`config.mk`:
```
export PLATFORM = sky130hd
export DESIGN_NAME = bus_transfer_sequencer
export DESIGN_NICKNAME = d
export VERILOG_FILES = /design/src/rtl/bus_transfer_sequencer_pkg.sv /design/src/rtl/bus_transfer_sequencer_onehot_decoder.sv /design/src/rtl/bus_transfer_sequencer.sv
export SDC_FILE = /design/constraint.sdc
export NUM_CORES = 1
export LEC_CHECK = 0
export ABC_AREA = 0
export BUFFER_PORTS_ARGS = -buffer_cell sky130_fd_sc_hd__buf_2
export CAP_MARGIN = 5
export CORE_AREA = 2 2 52 54
export DETAILED_ROUTE_END_ITERATION = 8
export DIE_AREA = 0 0 54 56
export GPL_TIMING_DRIVEN = 0
export PLACE_DENSITY = 0.69
export SLEW_MARGIN = 15
export SYNTH_ARGS = -nofsm -noshare
export SYNTH_HDL_FRONTEND = slang
export SYNTH_SLANG_ARGS = --single-unit
```
`constraint.sdc`:
```
create_clock -name clk -period 2.1 [get_ports clk]
set_input_delay 0.315 -clock clk [delete_from_list [all_inputs] [get_ports clk]]
set_output_delay 0.315 -clock clk [all_outputs]
set_load 0.1 [all_outputs]
```
`src/rtl/bus_transfer_sequencer_pkg.sv`:
```
// Shared definitions for the bus transfer sequencer: FSM state encoding,
// default geometry and a small state classification helper.
package bus_transfer_sequencer_pkg;

   localparam int DEF_N_REGS     = 8;
   localparam int DEF_ID_W       = 3;
   localparam int DEF_SETTLE_CYC = 1;

   typedef enum logic [2:0] {
      ST_IDLE    = 3'd0,
      ST_DRIVE   = 3'd1,
      ST_LATCH   = 3'd2,
      ST_RELEASE = 3'd3,
      ST_REJECT  = 3'd4
   } state_t;

   // Source output_enable is held through the whole drive/latch window.
   function automatic logic drives_bus(input state_t s);
      return (s == ST_DRIVE) || (s == ST_LATCH);
   endfunction

endpackage

```
`src/rtl/bus_transfer_sequencer_onehot_decoder.sv`:
```
// Id to one-hot strobe decoder with enable; ids at or beyond N_OUT decode
// to all zeros, matching 1<<id truncated to N_OUT bits.
module onehot_decoder #(
   parameter int ID_W  = 3,
   parameter int N_OUT = 8
) (
   input  logic              en,
   input  logic [ID_W-1:0]   id,
   output logic [N_OUT-1:0]  onehot
);

   // Compare the id against every bit position.
   always_comb begin
      onehot = '0;
      for (int i = 0; i < N_OUT; i++) begin
         onehot[i] = en && (id == ID_W'(i));
      end
   end

endmodule

```
`src/rtl/bus_transfer_sequencer.sv`:
```
// Sequences source drive / destination latch strobes on the shared tri-state
// bus for one accepted transfer at a time, rejecting unsafe requests.
module bus_transfer_sequencer
   import bus_transfer_sequencer_pkg::*;
#(
   parameter int N_REGS     = DEF_N_REGS,
   parameter int ID_W       = DEF_ID_W,
   parameter int SETTLE_CYC = DEF_SETTLE_CYC
) (
   input  logic              clk,
   input  logic              reset,
   input  logic              req_valid,
   output logic              req_ready,
   input  logic [ID_W-1:0]   req_src,
   input  logic [ID_W-1:0]   req_dst,
   output logic [N_REGS-1:0] output_enable,
   output logic [N_REGS-1:0] input_enable,
   output logic              busy,
   output logic              done,
   output logic              err
);

   localparam int               CNT_W    = $clog2(SETTLE_CYC + 1);
   localparam logic [CNT_W-1:0] CNT_LAST = CNT_W'(SETTLE_CYC - 1);

   state_t              state_r, state_s;
   logic [CNT_W-1:0]    cnt_r, cnt_s;
   logic [ID_W-1:0]     src_r, src_s, dst_r, dst_s;
   logic [N_REGS-1:0]   oe_r, ie_r, oe_dec_s, ie_dec_s;
   logic                done_r, err_r;
   logic                accept_s, bad_s;

   // Next-state, settle counter and request capture.
   always_comb begin
      state_s  = state_r;
      cnt_s    = cnt_r;
      src_s    = src_r;
      dst_s    = dst_r;
      accept_s = req_valid && (state_r == ST_IDLE);
      bad_s    = (32'(req_src) >= N_REGS) || (32'(req_dst) >= N_REGS) ||
                 (req_src == req_dst);
      case (state_r)
         ST_IDLE: begin
            if (accept_s) begin
               src_s   = req_src;
               dst_s   = req_dst;
               cnt_s   = '0;
               state_s = bad_s ? ST_REJECT : ST_DRIVE;
            end else begin
               state_s = ST_IDLE;
            end
         end
         ST_DRIVE: begin
            if (cnt_r == CNT_LAST) begin
               cnt_s   = '0;
               state_s = ST_LATCH;
            end else begin
               cnt_s   = cnt_r + CNT_W'(1);
            end
         end
         ST_LATCH:   state_s = ST_RELEASE;
         ST_RELEASE: state_s = ST_IDLE;
         ST_REJECT:  state_s = ST_IDLE;
         default:    state_s = ST_IDLE;
      endcase
   end

   // Strobes are decoded from the next state so they register in step with it.
   onehot_decoder #(.ID_W(ID_W), .N_OUT(N_REGS)) u_src_dec (
      .en     (drives_bus(state_s)),
      .id     (src_s),
      .onehot (oe_dec_s)
   );

   onehot_decoder #(.ID_W(ID_W), .N_OUT(N_REGS)) u_dst_dec (
      .en     (state_s == ST_LATCH),
      .id     (dst_s),
      .onehot (ie_dec_s)
   );

   // State, counter, captured ids and registered outputs.
   always_ff @(posedge clk) begin
      if (reset) begin
         state_r <= ST_IDLE;
         cnt_r   <= '0;
         src_r   <= '0;
         dst_r   <= '0;
         oe_r    <= '0;
         ie_r    <= '0;
         done_r  <= 1'b0;
         err_r   <= 1'b0;
      end else begin
         state_r <= state_s;
         cnt_r   <= cnt_s;
         src_r   <= src_s;
         dst_r   <= dst_s;
         oe_r    <= oe_dec_s;
         ie_r    <= ie_dec_s;
         done_r  <= (state_s == ST_RELEASE) || (state_s == ST_REJECT);
         err_r   <= (state_s == ST_REJECT);
      end
   end

   assign req_ready     = (state_r == ST_IDLE);
   assign busy          = (state_r != ST_IDLE);
   assign output_enable = oe_r;
   assign input_enable  = ie_r;
   assign done          = done_r;
   assign err           = err_r;

endmodule

```
# Yosys cells after proc, flatten, opt, wreduce, memory -nomap -nowiden
# Cells that the tools add are included.
# word_totals
register_bits	28
output_inout_bits	20
inputBits	9
word_cells	67
# classes
muxes	11
n_eq_ne	22
n_reduce_logical	25
addsub	1
# ops
operator	count
$eq A3 B3 Y1 const B	9
$eq A3 B2 Y1 const B	7
$mux W3	7
$logic_and A1 B1 Y1	17
$eq A3 B1 Y1 const B	4
$logic_not A3 Y1	3
$pmux W3 S3	1
$eq A3 B3 Y1	1
$reduce_bool A3 Y1	1
$logic_or A1 B1 Y1	2
$mux W1	2
$ne A2 B1 Y1 const B	1
$pmux W1 S2	1
$reduce_and A2 Y1	1
$reduce_bool A2 Y1	1
$add A1 B1 Y1 const B	1

# Longest topological paths before layout
# Gate-level depths: netlist of run 1.
# depth
word_depth	7
depth_mapped	6

# Hierarchy
# From an unflattened synthesis of run 1, not the netlist that was laid out.
# hier_totals
cells_unflattened	94
area_unflattened_um2	1102.3
# by_module_without_submodules
mod	cells_each	instances	area_each_um2	seq_area_each_um2
bus_transfer_sequencer	78	1	912.1	540.5
onehot_decoder	8	2	95.1	0.0

# Worst setup path before layout of run 1
# OpenSTA, ideal clock, no wires.
# synth_path
path_kind	register to output
start	register state_r[0]
end	output port busy
path_stages_with_launch	4
arrival_time_ns	3.776
required_ns	1.785
n_path_buf	1
slack_ns	-1.991
cell_sequence	dfxtp_1 > buf_6 > nor3_1 > inv_1
# synth_between
elab_chain_len	1
# synth_rtl
element	line_no	source
from (decl)	bus_transfer_sequencer.sv:26	state_t state_r, state_s;
from (signal assigned)	bus_transfer_sequencer.sv:93	state_r <= state_s;
$reduce_bool A3 Y1	bus_transfer_sequencer.sv:105	assign busy = (state_r != ST_IDLE);
to (decl)	bus_transfer_sequencer.sv:18	output logic busy,
# No other way between the ends.

# Worst setup path in the final report of run 1
# layout_path
start	register state_r[0]
end	register ie_r[3] (netlist: input_enable[3])
# layout_between
elab_chain_len	6
# layout_rtl
element	line_no	source
$logic_not A3 Y1	bus_transfer_sequencer.sv:39, bus_transfer_sequencer.sv:42	
$logic_and A1 B1 Y1	bus_transfer_sequencer.sv:39	accept_s = req_valid && (state_r == ST_IDLE);
$mux W3	bus_transfer_sequencer.sv:44	if (accept_s) begin
$pmux W3 S3 / $mux W3 (equally long branches)	bus_transfer_sequencer.sv:42	case (state_r)
$eq A3 B2 Y1 (on tied branches)	bus_transfer_sequencer.sv:76, bus_transfer_sequencer_onehot_decoder.sv:16	
$logic_and A1 B1 Y1 (*)	bus_transfer_sequencer_onehot_decoder.sv:16	onehot[i] = en && (id == ID_W'(i));
to (signal assigned)	bus_transfer_sequencer.sv:98	ie_r <= ie_dec_s;
to (decl)	bus_transfer_sequencer.sv:29	logic [N_REGS-1:0] oe_r, ie_r, oe_dec_s, ie_dec_s;
# Every way passes the cells marked *; elsewhere a longest branch is shown, timed or not.
# A chain may end at the register's enable or synchronous reset.

==> summary.md, run 1 <==
| Metric | Value |
|---|---|
| Status | `completed` |
| Seq/Total Area, Yosys | `51.80%` |
| WP data arrival | `2.13 ns` |
| Vias in the first global route | `763` |
| ANT cells | `0` |
| Area of the core | `0.002432 mm²` |
| Antenna Violating Nets Remaining | `0` |
| Routed WL | `1962 µm` |
| DRT iter0 DRCs | `6` |
| #FFs+latches synth | `27` |
| Final Slew Violations | `0` |
| Final TNS setup | `0 ns` |
| Met2 usage | `22.65%` |
| Hold buffer count at cts | `0` |
| Worst setup margin | `0.1823 ns` |
| Post-route insts no fill | `160` |
| Largest net degree at the start of global routing | `16` |
| CTS tree | `built` |
| Post-CTS setup buffers | `0` |
| Crit path capture type | `flop` |
| Max Freq | `521.5 MHz` |
| Layout cells sized above 1 | `33.08%` |
| Avg Vias per Cell | `5.325` |
| CTS root buffer | `clkbuf_4` |
| Leak Pwr | `0.5365 nW` |
| RSZ-0062 raised after global routing | `no` |
| Maximum vdd drop | `0.4827 mV` |
| Nets@finish | `140` |
| Placed cells | `156` |
| Rel. slew slack | `41.27%` |
| Post-synthesis cell type count | `30` |
| Clk slew on worst S/H paths | `0.14 ns` |
| GRT met3 Usage | `3.226%` |
| Tmin final | `1.918 ns` |
| Cell Area, Synth | `0.001044 mm²` |
| DRC violations left | `0` |
| Crit path kind | `reg2reg` |
| Busiest grt layer | `met2` |
| Mapped Cells | `98` |
| 1st-pass router iterations | `2` |
| GRT Total Usage | `15.10%` |
| Max-cap violations | `0` |
| Avg Cell Area, Syn | `10.65 µm²` |
| Synth area leaders | `dfxtp_1 52%, nor3_1 5.8%, a211oi_1 5.8%, o311ai_0 3.4%, xor2_1 2.5%` |
| Vias | `852` |
| GR Overflow Total | `0` |
| Final period utilization | `91.32%` |
| Worst-Skew Late Latency | `0.32 ns` |
| WL/cell | `12.26 µm` |
| Gpl congestion | `0.6549` |
| Crit-path max FO | `10` |
| First-pass GRT wire length | `3387 µm` |
| Io pins | `29` |
| # clock sinks | `27` |
| HP Class | `in2reg` |
| Syn. warnings | `0` |
| Num CTS Buffers | `3` |
| Worst reg-to-reg setup slack | `0.18 ns` |
| PostCTS Resize Cnt | `0` |
| Power Density | `881.0 mW/mm²` |
| Die area | `0.003024 mm²` |
| Startpoint types | `flop` |
| Port Buffer Count | `28` |
| M1 GR Usage | `20.50%` |
| Fin Hold WS | `0.1719 ns` |
| Syn nets | `107` |
| Worst-Margin Slew | `0.8717 ns` |
| Hold Fails Final Rpt | `0` |
| Clock Tree Buf Depth | `2` |
| Die height | `56 µm` |
| Pre-CTS WS | `0.2267 ns` |
| Synth-to-layout area growth | `20.74%` |
| Row Count | `18` |
| Area share of the largest cell type after synthesis | `51.80%` |
| H-tree Lvls | `1` |
| Initial antenna violation count | `0` |
| Synth area leader | `dfxtp_1` |
| Initial Util | `42.90%` |
| Clock Skew | `0.005982 ns` |
| Die X | `54 µm` |
| Post-DP HPWL | `1521 µm` |
| Final setup violation count | `0` |
| Worst endpoint required time | `2.31 ns` |
| Final core utilization | `51.80%` |
[stage by stage]
| stage | total power, mW | cell area, µm² |
|---|---|---|
| global placement | 0.8953 | 1232 |
| CTS | 1.119 | 1260 |
| detailed placement | 0.9014 | 1232 |
| finish | 1.110 | 1260 |
| floorplan | 0.8428 | 1055 |
| global route | 1.166 | 1260 |
[critical path: stages, from the launching register on]
cell,delay [ns]
dfxtp_1,0.33
buf_6,0.13
or4b_1,0.50
buf_2,0.17
buf_6,0.16
mux2i_1,0.40
nor3_1,0.11
[report_power, final]
group	switching [mW]	internal, mW
registers	0.0170	0.539
logic	0.248	0.0858
clock network	0.149	0.0713
[final cells by class]
| type | instances | area (µm²) |
|---|---|---|
| clock inverters | 1 | 5.005 |
| well taps | 30 | 37.54 |
| plain buffers | 4 | 31.28 |
| flip-flops and latches | 27 | 540.5 |
| clock buffers | 3 | 22.52 |
| fillers | 246 | 1172 |
| multi-input cells | 65 | 475.5 |
| repair buffers | 28 | 140.1 |
| inverters | 2 | 7.507 |
[synthesized netlist by cell type (all sizes together)]
master   number
and2b         2
or3           1
a211oi        8
nand3         2
nand2         6
inv           2
nor2          4
nor3         12
mux2i         3
nor4          1
nand3b        3
nor4b         1
xor2          3
nor2b         2
o21ba         1
buf           3
o21ai         1
o311ai        4
and2          1
or4b          1
xnor2         1
o31ai         1
a21oi         3
clkbuf        1
dfxtp        27
mux2          3
a2111oi       1
[registers in the layout (all words and copies together) (netlist names)]
name	cells
dst_r	3
err	1
src_r	3
state_r	3
done	1
input_enable	8
output_enable	8
[kinds of logic after synthesis]
family,after synthesis,share of synthesized area [%]
flip-flops,27,51.80
buffers and inverters,6,3.716
AO/OA/AOI/OAI,19,13.55
multiplexers,6,6.834
XOR/XNOR,4,3.358
AND/OR/NAND/NOR,36,20.74
[placed cells by master, fill, tap and decap left out, drive strengths merged]
cell / count
buf: 31
dfxtp: 27
nor3: 12
a211oi: 8
nand2: 6
nor2: 4
o311ai: 4
clkbuf: 4
a21oi: 3
xor2: 3
nand3b: 3
mux2i: 3
mux2: 3
inv: 2
nand3: 2
and2b: 2
nor2b: 2
or4b: 1
nor4b: 1
and2: 1
o21ai: 1
nor4: 1
o21ba: 1
xnor2: 1
o31ai: 1
a2111oi: 1
or3: 1
clkinv: 1
[metal layers]
metal / up-vias / wire length [µm]
met1: 400 / 910
met5: - / 0
li1: 430 / -
met3: 4 / 93
met4: 0 / 24
met2: 18 / 934
[worst paths after layout]
path | start | end | cells after the start
max reg2reg | state_r[0] | input_enable[3] | 6
min | reset | state_r[0] | 2
max | state_r[0] | input_enable[3] | 6
min reg2reg | dst_r[2] | dst_r[2] | 2
Power figures use the tool's default switching activity.
==> run 2: changes to the inputs <==
--- a/config.mk
+++ b/config.mk
@@ -12,7 +12,7 @@
 export DETAILED_ROUTE_END_ITERATION = 8
 export DIE_AREA = 0 0 54 56
 export GPL_TIMING_DRIVEN = 0
-export PLACE_DENSITY = 0.69
+export PLACE_DENSITY = 0.67
 export SLEW_MARGIN = 15
 export SYNTH_ARGS = -nofsm -noshare
 export SYNTH_HDL_FRONTEND = slang
==> run 2 against run 1 <==
  * Sequential share of layout area down 0.085 points
  * Hold slack is essentially flat
  * Critical path depth stayed put
  * Via count shrank 2.2%
  * Utilization increased by 0.10 points
  * Wire length up 2.7%
  * Highest routed layer unchanged
==> summary.md, run 2 (same netlist as run 1, synthesis figures left out) <==
| Metric | Value |
|---|---|
| Tmin final | `1.919 ns (+0.001635 ns)` |
| Post-CTS setup buffers | `0 (unchanged)` |
| Status | `completed` |
| Hold Fails Final Rpt | `0 (unchanged)` |
| Largest net degree at the start of global routing | `17 (+1)` |
| Vias | `833 (-2.2%)` |
| Clock Tree Buf Depth | `2 (unchanged)` |
| Hold buffer count at cts | `0 (unchanged)` |
| Rel. slew slack | `41.32% (+0.052 points)` |
| Maximum vdd drop | `0.6911 mV (+43%)` |
| Clock Skew | `0.007715 ns (+0.001733 ns)` |
| Row Count | `18 (unchanged)` |
| Post-DP HPWL | `1544 µm (+1.5%)` |
| RSZ-0062 raised after global routing | `no` |
| Worst-Skew Late Latency | `0.33 ns (about the same)` |
| DRT iter0 DRCs | `7 (+1)` |
| Max Freq | `521.0 MHz (about the same)` |
| HP Class | `in2reg` |
| Critical path's largest stage delay | `0.51 ns (about the same)` |
| Worst-Margin Slew | `0.8710 ns (-0.0007728 ns)` |
| Max-cap violations | `0 (unchanged)` |
| Vias in the first global route | `767 (+0.52%)` |
| Crit-path max FO | `10 (unchanged)` |
| Antenna Violating Nets Remaining | `0 (unchanged)` |
| Placed cell areas | `0.001232 mm² (unchanged)` |
| Final period utilization | `91.40% (about the same)` |
| Layout cells sized above 1 | `33.08% (unchanged)` |
| WP data arrival | `2.11 ns (-0.02 ns)` |
| GR Overflow Total | `0 (unchanged)` |
| CP top delay family | `simple AND/OR/NAND/NOR gates` |
| Final Slew Violations | `0 (unchanged)` |
| GRT Total Usage | `14.94% (-0.16 points)` |
| DRC violations left | `0 (unchanged)` |
| Crit path kind | `reg2reg` |
| Commonest non-fill, non-tap cell in the layout | `buf_2` |
| Nets@finish | `140 (unchanged)` |
| Fillers | `235 (-4.5%)` |
| Commonest non-fill, non-tap cells in the layout | `29 x buf_2, 27 x dfxtp_1, 11 x nor3_1` |
| Die height | `56 µm (unchanged)` |
| Power Density | `889.3 mW/mm² (+0.94%)` |
| Die X | `54 µm (unchanged)` |
| WHS Path Cells | `2 (unchanged)` |
| Worst endpoint required time | `2.29 ns (-0.02 ns)` |
| Final setup violation count | `0 (unchanged)` |
| Routed WL | `2015 µm (+2.7%)` |
| Startpoint types | `flop` |
| Leak Pwr | `0.5328 nW (-0.70%)` |
| Startpoint of the lowest-slack hold path | `reset` |
| R2r endpoint | `output_enable[5]` |
| Reg2Reg Depth | `6 (unchanged)` |
| Area of the core | `0.002432 mm² (unchanged)` |
| CTS root buffer | `clkbuf_4` |
| Clk slew on worst S/H paths | `0.14 ns (about the same)` |
| Num CTS Buffers | `3 (unchanged)` |
| Critical Path, Cell by Cell | `buf_6, or4b_1, buf_2, buf_6, mux2i_1, a211oi_1` |
| CTS tree | `built` |
| H-tree Lvls | `1 (unchanged)` |
| Initial Util | `42.90% (unchanged)` |
| Port Buffer Count | `28 (unchanged)` |
| Crit-path most repeated cell | `buf_6` |
| Crit path capture type | `flop` |
| Initial antenna violation count | `0 (unchanged)` |
| First-pass GRT wire length | `3360 µm (-0.80%)` |
| Synth-to-layout area growth | `20.98%` |
| Io pins | `29 (unchanged)` |
| Overall Power | `1.123 mW (+1.1%)` |
| # clock sinks | `27 (unchanged)` |
| Hold endpoint | `state_r[0]` |
| 1st-pass router iterations | `4 (+2)` |
| CP max-delay cell | `or4b_1` |
| CP bufs+invs | `3 (unchanged)` |
| WL/cell | `12.59 µm (+2.7%)` |
| Die area | `0.003024 mm² (unchanged)` |
| Gpl congestion | `0.6859 (+4.7%)` |
| Avg Vias per Cell | `5.206 (-2.2%)` |
| Fin area | `0.001262 mm² (+0.20%)` |
| PostCTS Resize Cnt | `0 (unchanged)` |
| Worst reg-to-reg setup slack | `0.18 ns (about the same)` |
| Final TNS setup | `0 ns (unchanged)` |
| ANT cells | `0 (unchanged)` |
| FF-to-FF Start | `state_r[0]` |
## run 2: cell count changes in the layout (fill, tap and decap cells not counted)
cell        delta
clkinvlp_4     +1
clkinv_2       -1
## run 2: metrics by stage
step | setup slack, ns | hold WS (ns) | std cells | utilization [%]
detailed placement | 0.1855 | 0.4678 | 156 | 50.67
floorplan | -0.1126 | 0.3981 | 98 | -
global placement | 0.2471 | 0.4572 | 156 | 50.67
global route | 0.06709 | 0.1511 | 160 | 51.90
finish | 0.1807 | 0.1722 | 160 | 51.90
CTS | 0.1649 | 0.1750 | 160 | 51.90
## run 2: worst max path at each step
stage	from	to	slack (ns)	cells past startpoint
2_1_floorplan	state_r[2]	busy	-0.11	2
3_3_place_gp	state_r[0]	output_enable[6]	0.25	6
3_5_place_dp	state_r[0]	output_enable[4]	0.19	6
4_1_cts	state_r[0]	output_enable[4]	0.16	6
5_1_grt	state_r[0]	output_enable[4]	0.07	4
6_report	state_r[0]	output_enable[5]	0.18	6
## run 2: where the power goes
part / switching, mW / total, mW / internal (mW) / leakage (nW)
combinational: 0.250 / 0.336 / 0.0858 / 0.299
clock: 0.158 / 0.231 / 0.0730 / 0.0139
sequential: 0.0173 / 0.556 / 0.539 / 0.219
## run 2: layer usage
layer  track usage (%)  wire [µm]  part of all wire, %  vias to the layer above
li1                  -          -                    -                      420
met1             19.00        929                   46                      388
met2             23.17        932                   46                       20
met3             4.032        116                  5.8                        5
met4             6.429         37                  1.8                        0
met5                 0          0                    0                        -
## run 2: cell type report
type	count	area [µm²]	area share [%]
Buffer	4	31.28	2.478
Clock buffer	3	22.52	1.784
Clock inverter	1	7.507	0.5946
Inverter	2	7.507	0.5946
Multi-Input combinational cell	65	475.5	37.66
Sequential cell	27	540.5	42.81
Tap cell	30	37.54	2.973
Timing Repair Buffer	28	140.1	11.10
==> run 3: changes to the inputs <==
--- a/config.mk
+++ b/config.mk
@@ -13,6 +13,7 @@
 export DIE_AREA = 0 0 54 56
 export GPL_TIMING_DRIVEN = 0
 export PLACE_DENSITY = 0.67
+export REMOVE_ABC_BUFFERS = 1
 export SLEW_MARGIN = 15
 export SYNTH_ARGS = -nofsm -noshare
 export SYNTH_HDL_FRONTEND = slang
==> run 3 against run 2 <==
  * Wire length down 3.0%
  * Utilization down 1.4 points
  * Critical path depth down 3
  * Combinational power down 6.0%
  * Global-route usage down 0.27 points
  * Clock power down 2%
  * Hold slack better by 0.067 ns
  * Die area unchanged
  * Setup slack better by 0.12 ns
  * Final cell count down 2.5%
  * Register-to-register slack better by 0.12 ns
  * Largest cell class unchanged
  * Highest routed layer unchanged
==> summary.md, run 3 (same netlist as run 1, synthesis figures left out) <==
| Metric | Value |
|---|---|
| Status | `completed` |
| Antenna Violating Nets Remaining | `0 (unchanged)` |
| Worst-Skew Late Latency | `0.32 ns (about the same)` |
| 1st-pass router iterations | `4 (unchanged)` |
| Largest net degree at the start of global routing | `17 (unchanged)` |
| Num CTS Buffers | `3 (unchanged)` |
| CTS tree | `built` |
| Leak Pwr | `0.5106 nW (-4.2%)` |
| H-tree Lvls | `1 (unchanged)` |
| Io pins | `29 (unchanged)` |
| CTS root buffer | `clkbuf_4` |
| Flop pwr share | `50.7% (+1.2 points)` |
| Post-CTS setup buffers | `0 (unchanged)` |
| Gpl congestion | `0.6941 (+1.2%)` |
| Post-DP HPWL | `1509 µm (-2.3%)` |
| Sw Share | `37.58% (-0.29 points)` |
| Max-cap violations | `0 (unchanged)` |
| Routed WL | `1954 µm (-3.0%)` |
| Power Density | `897.2 mW/mm² (+0.90%)` |
| ANT cells | `0 (unchanged)` |
| Die height | `56 µm (unchanged)` |
| Critical Path Source | `state_r[0]` |
| Final setup violation count | `0 (unchanged)` |
| Die X | `54 µm (unchanged)` |
| HP Class | `in2reg` |
| Gate power share | `28.7% (-1.2 points)` |
| Worst reg-to-reg setup slack | `0.30 ns (+0.12 ns)` |
| WP data arrival | `2.03 ns (-0.08 ns)` |
| GRT Total Usage | `14.67% (-0.27 points)` |
| Clock power share | `20.5% (about the same)` |
| GR Overflow Total | `0 (unchanged)` |
| Maximum vdd drop | `0.5694 mV (-18%)` |
| Clk slew on worst S/H paths | `0.15 ns (about the same)` |
| Commonest non-fill, non-tap cells in the layout | `28 x buf_2, 27 x dfxtp_1, 12 x nor3_1` |
| Critical path's largest stage delay | `0.70 ns (+0.19 ns)` |
| Die area | `0.003024 mm² (unchanged)` |
| Fin Hold WS | `0.2395 ns (+0.06727 ns)` |
| Vias in the first global route | `756 (-1.4%)` |
| Hold Fails Final Rpt | `0 (unchanged)` |
| Vias | `847 (+1.7%)` |
| Rel. slew slack | `40.23% (-1.1 points)` |
| Nets@finish | `136 (-2.9%)` |
| Final period utilization | `85.51% (-5.9 points)` |
| DRT iter0 DRCs | `9 (+2)` |
| P_int | `687.4 µW (-1.4%)` |
| Reg2Reg Depth | `3 (-3)` |
| Initial Util | `42.90% (unchanged)` |
| Hold endpoint | `dst_r[2]` |
| Startpoint of the lowest-slack hold path | `req_dst[2]` |
| Critical Path, Cell by Cell | `or4b_4, mux2_4, a211oi_1` |
| WL/cell | `12.53 µm (-0.54%)` |
| Max Freq | `556.9 MHz (+6.9%)` |
| Layout cells sized above 1 | `32.54% (-0.54 points)` |
| Final core utilization | `50.46% (-1.4 points)` |
| # clock sinks | `27 (unchanged)` |
| Final Slew Violations | `0 (unchanged)` |
| Avg Vias per Cell | `5.429 (+4.3%)` |
| Commonest non-fill, non-tap cell in the layout | `buf_2` |
| Crit path kind | `reg2reg` |
| Worst endpoint required time | `2.34 ns (+0.05 ns)` |
| Clock Tree Buf Depth | `2 (unchanged)` |
| R2r endpoint | `output_enable[1]` |
| NetSw | `413.9 µW (-2.7%)` |
| RSZ-0062 raised after global routing | `no` |
| Port Buffer Count | `28 (unchanged)` |
| Synth-to-layout area growth | `17.63%` |
| Area of the core | `0.002432 mm² (unchanged)` |
| DRC violations left | `0 (unchanged)` |
| Startpoint types | `flop` |
| Clock Skew | `0.002087 ns (-0.005629 ns)` |
| Initial antenna violation count | `0 (unchanged)` |
| Row Count | `18 (unchanged)` |
| WHS Path Cells | `3 (+1)` |
| Worst-Margin Slew | `0.8871 ns (+0.01614 ns)` |
| First-pass GRT wire length | `3298 µm (-1.8%)` |
| Tmin final | `1.796 ns (-0.1237 ns)` |
| Crit-path max FO | `13 (+3)` |
| CP max-delay cell | `or4b_4` |
| Crit path capture type | `flop` |
| FF-to-FF Start | `state_r[0]` |
[run 3: cell types whose count changed in the layout (fill, tap and decap cells not counted)]
cell / change
or4b_1: -1
or4b_4: +1
nor3_4: -1
nor3_1: +1
mux2i_2: +1
buf_6: -2
clkbuf_1: -1
mux2i_1: -1
buf_2: -1
[run 3: power groups by stage]
stage | logic (mW) | clock network [mW] | registers, mW
final | 0.316 | 0.226 | 0.559
after global routing | 0.336 | 0.260 | 0.563
after CTS | 0.313 | 0.240 | 0.558
after detailed placement | 0.312 | 0 | 0.570
after global placement | 0.307 | 0 | 0.569
after floorplan | 0.177 | 0 | 0.645
[run 3: area by class of cell]
cell class / count / area [µm²]
Timing Repair Buffer: 28 / 140.1
Inverter: 2 / 7.507
Clock inverter: 1 / 7.507
Sequential cell: 27 / 540.5
Multi-Input combinational cell: 65 / 471.7
Clock buffer: 3 / 22.52
Tap cell: 30 / 37.54
Fill cell: 244 / 1205
[run 3: worst max-delay path by stage]
stage | end | slack, ns | depth (start not counted)
after floorplan | busy | -1.97 | 2
after global placement | output_enable[2] | 0.13 | 3
after detailed placement | output_enable[1] | 0.08 | 3
after CTS | output_enable[1] | 0.04 | 3
after global routing | output_enable[7] | 0.08 | 3
final | output_enable[1] | 0.30 | 3
[run 3: metal layers]
layer	global-route usage [%]	vias to the layer above	wire length [µm]
met4	7.500	0	21
met3	2.688	2	133
met5	0	-	0
met2	23.00	28	957
met1	18.67	400	841
li1	-	417	-
[run 3: what timing repair did]
action | in CTS | in global routing
hold endpoints to repair | 0 | 0
setup endpoints to repair | 0 | 6
resized for setup | 0 | 2
hold buffers | 0 | 0
[run 3: metrics by stage]
| step | cell area [µm²] | worst slack (ns) | total power, mW | instances | TNS (ns) |
|---|---|---|---|---|---|
| 3_3_place_gp | 1190 | 0.1265 | 0.8752 | 152 | 0 |
| 4_1_cts | 1220 | 0.04236 | 1.111 | 156 | 0 |
| 2_1_floorplan | 1012 | -1.966 | 0.8225 | 94 | -2.687 |
| 5_1_grt | 1227 | 0.08058 | 1.159 | 156 | 0 |
| 6_report | 1227 | 0.3044 | 1.101 | 156 | 0 |
| 3_5_place_dp | 1190 | 0.07775 | 0.8821 | 152 | 0 |
[run 3: critical path: cells and delay by family (launching register included)]
family	cells	cell delay (ns)
DFF	1	0.42
and+or+nand+nor	1	0.70
AOI/OAI and AO/OA	1	0.23
muxes	1	0.37
